$ cat config.mk
export PLATFORM = sky130hd
export DESIGN_NAME = bin_to_gray_flat
export DESIGN_NICKNAME = d
export VERILOG_FILES = /design/src/rtl/bin_to_gray_if.sv /design/src/rtl/bin_to_gray.sv /design/src/flat_wrapper.sv
export SDC_FILE = /design/constraint.sdc
export NUM_CORES = 1
export LEC_CHECK = 0
export ABC_AREA = 1
export CAP_MARGIN = 0
export CORE_AREA = 2 2 39 41
export CTS_CLUSTER_SIZE = 28
export DETAILED_ROUTE_END_ITERATION = 16
export DIE_AREA = 0 0 41 43
export DONT_BUFFER_PORTS = 1
export GPL_ROUTABILITY_DRIVEN = 0
export PLACE_DENSITY = 0.41
export SYNTH_ARGS = -nofsm -noshare
export SYNTH_HDL_FRONTEND = slang
export SYNTH_SLANG_ARGS = --single-unit
$ cat constraint.sdc
create_clock -name clk -period 2 [get_ports clk]
set_input_delay 0.2 -clock clk [delete_from_list [all_inputs] [get_ports clk]]
set_output_delay 0.2 -clock clk [all_outputs]
set_load 0.05 [all_outputs]
$ cat src/rtl/bin_to_gray_if.sv
// ============================================================================
// Module      : bin_to_gray_if
// Description : Gray-word request / decoded-binary response bundle.
// Revision    : 1.0 - initial release
// ============================================================================
`default_nettype none

interface bin_to_gray_if #(
    parameter int WIDTH = 4
);
    logic [WIDTH-1:0] gray;
    logic             in_valid;
    logic [WIDTH-1:0] bin;
    logic             out_valid;

    modport master (
        output gray,
        output in_valid,
        input  bin,
        input  out_valid
    );

    modport slave (
        input  gray,
        input  in_valid,
        output bin,
        output out_valid
    );
endinterface

`default_nettype wire

$ cat src/rtl/bin_to_gray.sv
// ============================================================================
// Module      : bin_to_gray
// Description : Registered Gray-to-binary decoder, LATENCY-deep pipeline.
// Revision    : 1.0 - initial release
// ============================================================================
`default_nettype none

module bin_to_gray #(
    parameter int WIDTH   = 4,
    parameter int LATENCY = 1
) (
    input  wire logic     clk,
    input  wire logic     rst,
    bin_to_gray_if.slave  bus
);

    logic [WIDTH-1:0] w_bin;
    logic [WIDTH-1:0] r_bin [LATENCY];
    logic [LATENCY-1:0] r_vld;

    // Each output bit is the parity of all Gray bits at or above it.
    for (genvar i = 0; i < WIDTH; i++) begin : g_dec
        assign w_bin[i] = ^bus.gray[WIDTH-1:i];
    end

    // Data registers only load behind a valid bit, so the output holds its
    // last decoded word while the valid bit carries bubbles downstream.
    always_ff @(posedge clk or posedge rst) begin
        if (rst) begin
            for (int s = 0; s < LATENCY; s++) begin
                r_bin[s] <= '0;
            end
            r_vld <= '0;
        end else begin
            r_vld[0] <= bus.in_valid;
            if (bus.in_valid) begin
                r_bin[0] <= w_bin;
            end
            for (int s = 1; s < LATENCY; s++) begin
                r_vld[s] <= r_vld[s-1];
                if (r_vld[s-1]) begin
                    r_bin[s] <= r_bin[s-1];
                end
            end
        end
    end

    assign bus.bin       = r_bin[LATENCY-1];
    assign bus.out_valid = r_vld[LATENCY-1];

endmodule

`default_nettype wire

$ cat src/flat_wrapper.sv
// flat-port wrapper written by rule: the top's interface ports become plain ports
module bin_to_gray_flat 
#(
    parameter int WIDTH   = 4,
    parameter int LATENCY = 1
)
  (clk, rst, bus_gray, bus_in_valid, bus_bin, bus_out_valid);
  bin_to_gray_if #(.WIDTH(WIDTH)) bus_i ();
  input  wire logic clk;
  input  wire logic rst;
  input wire logic [$bits(bus_i.gray)-1:0] bus_gray;
  input wire logic [$bits(bus_i.in_valid)-1:0] bus_in_valid;
  output wire logic [$bits(bus_i.bin)-1:0] bus_bin;
  output wire logic [$bits(bus_i.out_valid)-1:0] bus_out_valid;
  assign bus_i.gray = bus_gray;
  assign bus_i.in_valid = bus_in_valid;
  assign bus_bin = bus_i.bin;
  assign bus_out_valid = bus_i.out_valid;
  bin_to_gray #(.WIDTH(WIDTH), .LATENCY(LATENCY)) u_core (.clk(clk), .rst(rst), .bus(bus_i));
endmodule
# Yosys cells after proc, flatten, opt, wreduce, memory -nomap -nowiden

Cells that the tools add are included.

Reductions and logical operators: 3

Operators by type and width:

| kind              | count |
|---|---|
| $reduce_xor A4 Y1 | 1 |
| $reduce_xor A3 Y1 | 1 |
| $reduce_xor A2 Y1 | 1 |

Register bits: 5
Input bits: 7
Output and inout bits: 5
Logic and storage cells: 5

# Longest topological paths before layout

Gate-level depths: netlist of run 1.

Word-level depth: 1
Gate-level depth with buffers: 6

# Worst setup path before layout of run 1

No wires, ideal clock.

Kind: register to register
Start point: reg u_core.bus.bin[1] (netlist name)
End point: reg u_core.r_bin (netlist bit u_core.bus.bin[1])
Setup time: 0.076 ns
Data arrival time: 0.879 ns
Required time: 1.924 ns
Setup slack: 1.045 ns
Stages on the path, launching flop included: 5
Path buffers: 0
Cell sequence: dfrtp_1 -> nand2_1 -> o21ai_1 -> nand2_1 -> o21ai_1

RTL lines:

| element                         | line              | source |
|---|---|---|
| to (signal, indexed assignment) | bin_to_gray.sv:42 | `r_bin[s] <= r_bin[s-1];` |
| to (decl)                       | bin_to_gray.sv:18 | `logic [WIDTH-1:0] r_bin [LATENCY];` |

# Worst setup path after layout of run 1

Start point: reg u_core.r_bin (netlist bit u_core.bus.bin[3])
End point: out bus_bin[3]

RTL lines:

| element   | line               | source |
|---|---|---|
| to (decl) | flat_wrapper.sv:13 | `output wire logic [$bits(bus_i.bin)-1:0] bus_bin;` |

No word-level cell between the ends.

==> results of run 1 <==
[kinds of logic after synthesis]
family | count (synthesis) | share of synthesized area, %
AO/OA/AOI/OAI | 3 | 6.06
XOR/XNOR | 1 | 3.54
flip-flops | 5 | 50.5
buffers and inverters | 6 | 9.09
AND/OR/NAND/NOR | 20 | 30.8
[power by group]
group	total, mW	leakage (nW)	switching (mW)	internal [mW]
Clock	0.112	0.0150	0.0368	0.0751
Sequential	0.154	0.0603	0.0429	0.111
Combinational	0.0285	0.0989	0.0155	0.0130
Total	0.294	0.174	0.0953	0.199
[per-stage QoR]
stage,instances,setup WS [ps]
after floorplan,35,1040
after global placement,51,1000
after detailed placement,51,992
after CTS,57,917
after global routing,57,891
final,57,931
[sequential cells by signal, indices dropped and copies added (netlist names)]
register and cells:
u_core.bus.out_valid 1, u_core.bus.bin 4
[per-layer routing]
layer | part of all wire [%] | wire (um)
met5 | 0 | 0
met3 | 8.8 | 43
met2 | 41 | 200
met1 | 48 | 233
met4 | 1.9 | 9
[layout make-up]
| cell class | count | area [um^2] |
|---|---|---|
| inverter | 6 | 22.5 |
| fill | 154 | 1070 |
| sequential | 5 | 125 |
| timing repair buffer | 2 | 20.0 |
| multi-input combinational | 24 | 100 |
| tap | 16 | 20.0 |
| clock buffer | 4 | 26.3 |
[Yosys cell counts]
cell type and number:
dfrtp_1 5, inv_1 5, inv_2 1, nand2_1 19, nand3_1 1, o21ai_1 3
xnor2_1 1
[how the worst max path moves through the flow]
stage	from	endpoint	depth (start not counted)
6_report	u_core.bus.bin[3]$_DFFE_PP0P_	bus_bin[3]	0
5_1_grt	u_core.bus.bin[0]$_DFFE_PP0P_	bus_bin[0]	0
4_1_cts	u_core.bus.bin[3]$_DFFE_PP0P_	bus_bin[3]	0
3_5_place_dp	u_core.bus.bin[1]$_DFFE_PP0P_	u_core.bus.bin[1]$_DFFE_PP0P_	4
3_3_place_gp	u_core.bus.bin[1]$_DFFE_PP0P_	u_core.bus.bin[1]$_DFFE_PP0P_	4
2_1_floorplan	u_core.bus.bin[1]$_DFFE_PP0P_	u_core.bus.bin[1]$_DFFE_PP0P_	4
[cells in the final DEF, fill, tap and decap left out, drive strengths merged]
master,instances
dlygate4sd3,2
nand2,19
dfrtp,5
clkbuf,4
xnor2,1
inv,6
o21ai,3
nand3,1
[timing repair]
item                      in CTS  in global routing
buffers inserted               0                  0
hold endpoints to repair       6                  0
hold buffers                   2                  0
==> impl_metrics.ini, run 1 <==
[grt]
met1_usage_pct = 6.33
antenna_found_initial = 0
grt_max_degree = 7
grt_pass1_vias = 194
busiest_layer = met4
grt_use_met3_pct = 2.62
grt_pass1_wl_um = 724
gr-usage-met2_pct = 8.13
grt_usage_pct = 6.59
overflow = 0

[hold_path]
hold_path_class = in -> reg
whs_path_depth = 1
hold_path.startpoint = bus_gray[1]
hold_end = u_core.bus.bin[1]$_DFFE_PP0P_

[floorplanning]
fp.dieH_um = 43
row_count = 14
dieArea_um2 = 1760
core-area_um2 = 1380
die_x_um = 41
initial_core_util_pct = 17.9
io_pins = 12

[sta]
finalSetupTns_ps = 0
drv_slew = 0
timing.final.crit_share_pct = 53.4
finalSetupViolCount = 0
clock_skew_ps = 0
period_needed_ps = 1070
tightest_slew_ps = 481
hold_violations = 0
max_freq_ghz = 0.936
rsz0062_at_grt = no
slew_headroom_pct = 67.9
hold_ws_ps = 67.1

[cts]
cts_max_path_buffers = 2
cts_tree = done
clock_latency_ps = 230
cts_root_buf = clkbuf_4
cts.reportedPaths.clkPinSlew_ps = 40
htree_num_levels = 1
cts_resized = 0
numCtsBuffers = 3
cts.sinks = 5

[final_layout]
area_growth_pct = 26.8
fin_area_um2 = 314
nets = 49
antennaDiodeCount = 0
post-route-util_pct = 22.7
drive_gt1_share_pct = 9.76

[setup_path]
worst_r2r_path_depth = 4
critPathLaunchType = register
arrival_ps = 870
r2r-end = u_core.bus.bin[1]$_DFFE_PP0P_
endpoint_kind = primary output
required_ps = 1800
timing.rr.start = u_core.bus.bin[1]$_DFFE_PP0P_
cp_max_fo = 2
critical_path_class = reg -> out
reg2reg_setup_slack_ps = 970

[drt]
drtIter0Drc = 3
wl_per_cell_um = 8.53
dr_total_vias = 212
detail-route-antenna-nets = 0
routed_wl_um = 486
drc_errors = 0
via_per_inst = 3.72
drtPass1Iterations = 2

[placed_design]
post_dp_cell_area_um2 = 268
hpwlAfterDp_um = 409
io_buffers = 0

[synth]
synth-seq-area-share_pct = 50.5
synth_nets = 42
synth_cells = 35
yosys.area.top_type = dfrtp_1
avgSynthCellArea_um2 = 7.08
yosys.area.top_type_share_pct = 50.5
ys_types = 7
ys_warn_count = 0
synth.area.top_cells = dfrtp_1, nand2_1, inv_1
syn_area_um2 = 248
ys_seq_elements = 5

[power_and_ir_drop]
power.density_nw_per_um2 = 937
vdd_ir_drop_max_uv = 128
p_leak_nw = 0.174
finalPower_mw = 0.294

[outcome]
outcome = finished clean

[flow_run]
maxCapViolations = 0
Note: power is estimated with default switching activity, not from simulation.
==> inputs of run 2 (changes only) <==
--- a/config.mk
+++ b/config.mk
@@ -13,7 +13,7 @@
 export DIE_AREA = 0 0 41 43
 export DONT_BUFFER_PORTS = 1
 export GPL_ROUTABILITY_DRIVEN = 0
-export PLACE_DENSITY = 0.41
+export PLACE_DENSITY = 0.42
 export SYNTH_ARGS = -nofsm -noshare
 export SYNTH_HDL_FRONTEND = slang
 export SYNTH_SLANG_ARGS = --single-unit
==> constraint.sdc (replaced) <==
create_clock -name clk -period 0.9 [get_ports clk]
set_input_delay 0.09 -clock clk [delete_from_list [all_inputs] [get_ports clk]]
set_output_delay 0.09 -clock clk [all_outputs]
set_load 0.05 [all_outputs]
==> impl_metrics.ini, run 2 (same netlist as run 1, synthesis figures left out) <==
[outcome]
outcome = finished clean

[sta]
period_needed_ps = 886
tightest_slew_ps = 173
timing.final.crit_share_pct = 98.5
finalSetupTns_ps = 0
hold_violations = 0
max_freq_ghz = 1.13
clock_skew_ps = 0
rsz0062_at_grt = yes
slew_headroom_pct = 88.4
finalSetupViolCount = 0
drv_slew = 0
hold_ws_ps = 18.1

[cts]
htree_num_levels = 1
numCtsBuffers = 3
clock_latency_ps = 240
cts.sinks = 5
cts_max_path_buffers = 2
cts_tree = done
cts.reportedPaths.clkPinSlew_ps = 40
cts_root_buf = clkbuf_4

[placed_design]
io_buffers = 0
hpwlAfterDp_um = 394

[floorplanning]
fp.dieH_um = 43
row_count = 14
initial_core_util_pct = 17.9
core-area_um2 = 1380
die_x_um = 41
io_pins = 12
dieArea_um2 = 1760

[drt]
via_per_inst = 3.79
detail-route-antenna-nets = 0
drtPass1Iterations = 3
drc_errors = 0
drtIter0Drc = 3
wl_per_cell_um = 7.99
dr_total_vias = 254
routed_wl_um = 535

[final_layout]
n_fill_cell = 152
drive_gt1_share_pct = 25.5
nets = 59
final_cell_mix = nand2_1, inv_1, dlygate4sd3_1, buf_4, dfrtp_1
antennaDiodeCount = 0
largest_register_ffs = 4
layout_commonest_cell = nand2_1
area_growth_pct = 76.3

[grt]
grt_pass1_vias = 242
antenna_found_initial = 0
grt_usage_pct = 8.06
grt_max_degree = 7
grt_pass1_wl_um = 910
overflow = 0

[power_and_ir_drop]
seqPwrFrac_pct = 34.7
vdd_ir_drop_max_uv = 325
pwr-share-comb_pct = 32.1
p_int_mw = 0.536
pwr-share-clk_pct = 33.2
p_leak_nw = 0.234
switchingPower_mw = 0.238
power.density_nw_per_um2 = 1770
swShare_pct = 30.8

[setup_path]
crit_family = flip-flops
slowest_stage = dfrtp_2
crit_path_max_incr_delay_ps = 400
path_buf_inv = 1
critical_path_class = reg -> out
crit_chain = buf_6
critPathLaunchType = register
crit_cells = 1
arrival_ps = 800
worst_r2r_path_depth = 3
cp_max_fo = 2
endpoint_kind = primary output
required_ps = 810

[hold_path]
whs_path_depth = 2
hold_path_class = in -> reg

[flow_run]
maxCapViolations = 0
run 2: worst paths after layout:
check                           slack [ps]                       endpoint                     startpoint
max in group asynchronous              540  u_core.bus.bin[1]$_DFFE_PP0P_                            rst
worst max-delay path                    10                     bus_bin[1]  u_core.bus.bin[1]$_DFFE_PP0P_
worst max register to register         140  u_core.bus.bin[3]$_DFFE_PP0P_  u_core.bus.bin[3]$_DFFE_PP0P_
worst min-delay path                    20  u_core.bus.bin[2]$_DFFE_PP0P_                   bus_in_valid
worst min register to register         630  u_core.bus.bin[2]$_DFFE_PP0P_  u_core.bus.bin[2]$_DFFE_PP0P_
min in group asynchronous              190  u_core.bus.bin[3]$_DFFE_PP0P_                            rst
run 2: layout make-up:
class / instances / area [um^2] / area share (%)
Clock buffer: 4 / 26.3 / 6.02
Inverter: 6 / 22.5 / 5.16
Multi-Input combinational cell: 24 / 100 / 22.9
Sequential cell: 5 / 126 / 28.9
Tap cell: 16 / 20.0 / 4.58
Timing Repair Buffer: 12 / 141 / 32.4
run 2: metrics by stage:
step / utilization [%] / setup WS, ps / instance area, um^2 / power [mW] / std cells
finish: 31.6 / 13.7 / 437 / 0.774 / 67
CTS: 30.5 / 1.08 / 422 / 0.770 / 65
detailed placement: 24.9 / 165 / 344 / 0.482 / 56
global placement: 24.9 / 179 / 344 / 0.481 / 56
global route: 31.6 / -15.3 / 437 / 0.827 / 67
floorplan: - / 33.6 / 249 / 0.391 / 35
run 2: power by group through the flow:
stage / sequential [mW] / combinational [mW] / clock (mW)
floorplan: 0.342 / 0.0492 / 0
global placement: 0.272 / 0.209 / 0
detailed placement: 0.272 / 0.210 / 0
CTS: 0.269 / 0.237 / 0.264
global route: 0.270 / 0.269 / 0.289
finish: 0.268 / 0.248 / 0.257
run 2: layer usage:
metal / track usage (%) / vias to the layer above / wire length [um]
li1: - / 134 / -
met1: 8.77 / 111 / 213
met2: 10.6 / 9 / 258
met3: 2.09 / 0 / 63
met4: 10.0 / 0 / 0
met5: 0 / - / 0
run 2: what timing repair did:
action / in CTS / in global routing
setup endpoints to repair: 2 / 4
resized for setup: 1 / 0
buffers inserted: 1 / 2
hold buffers: 4 / 0
endpoints found under the hold margin: 9 / 0
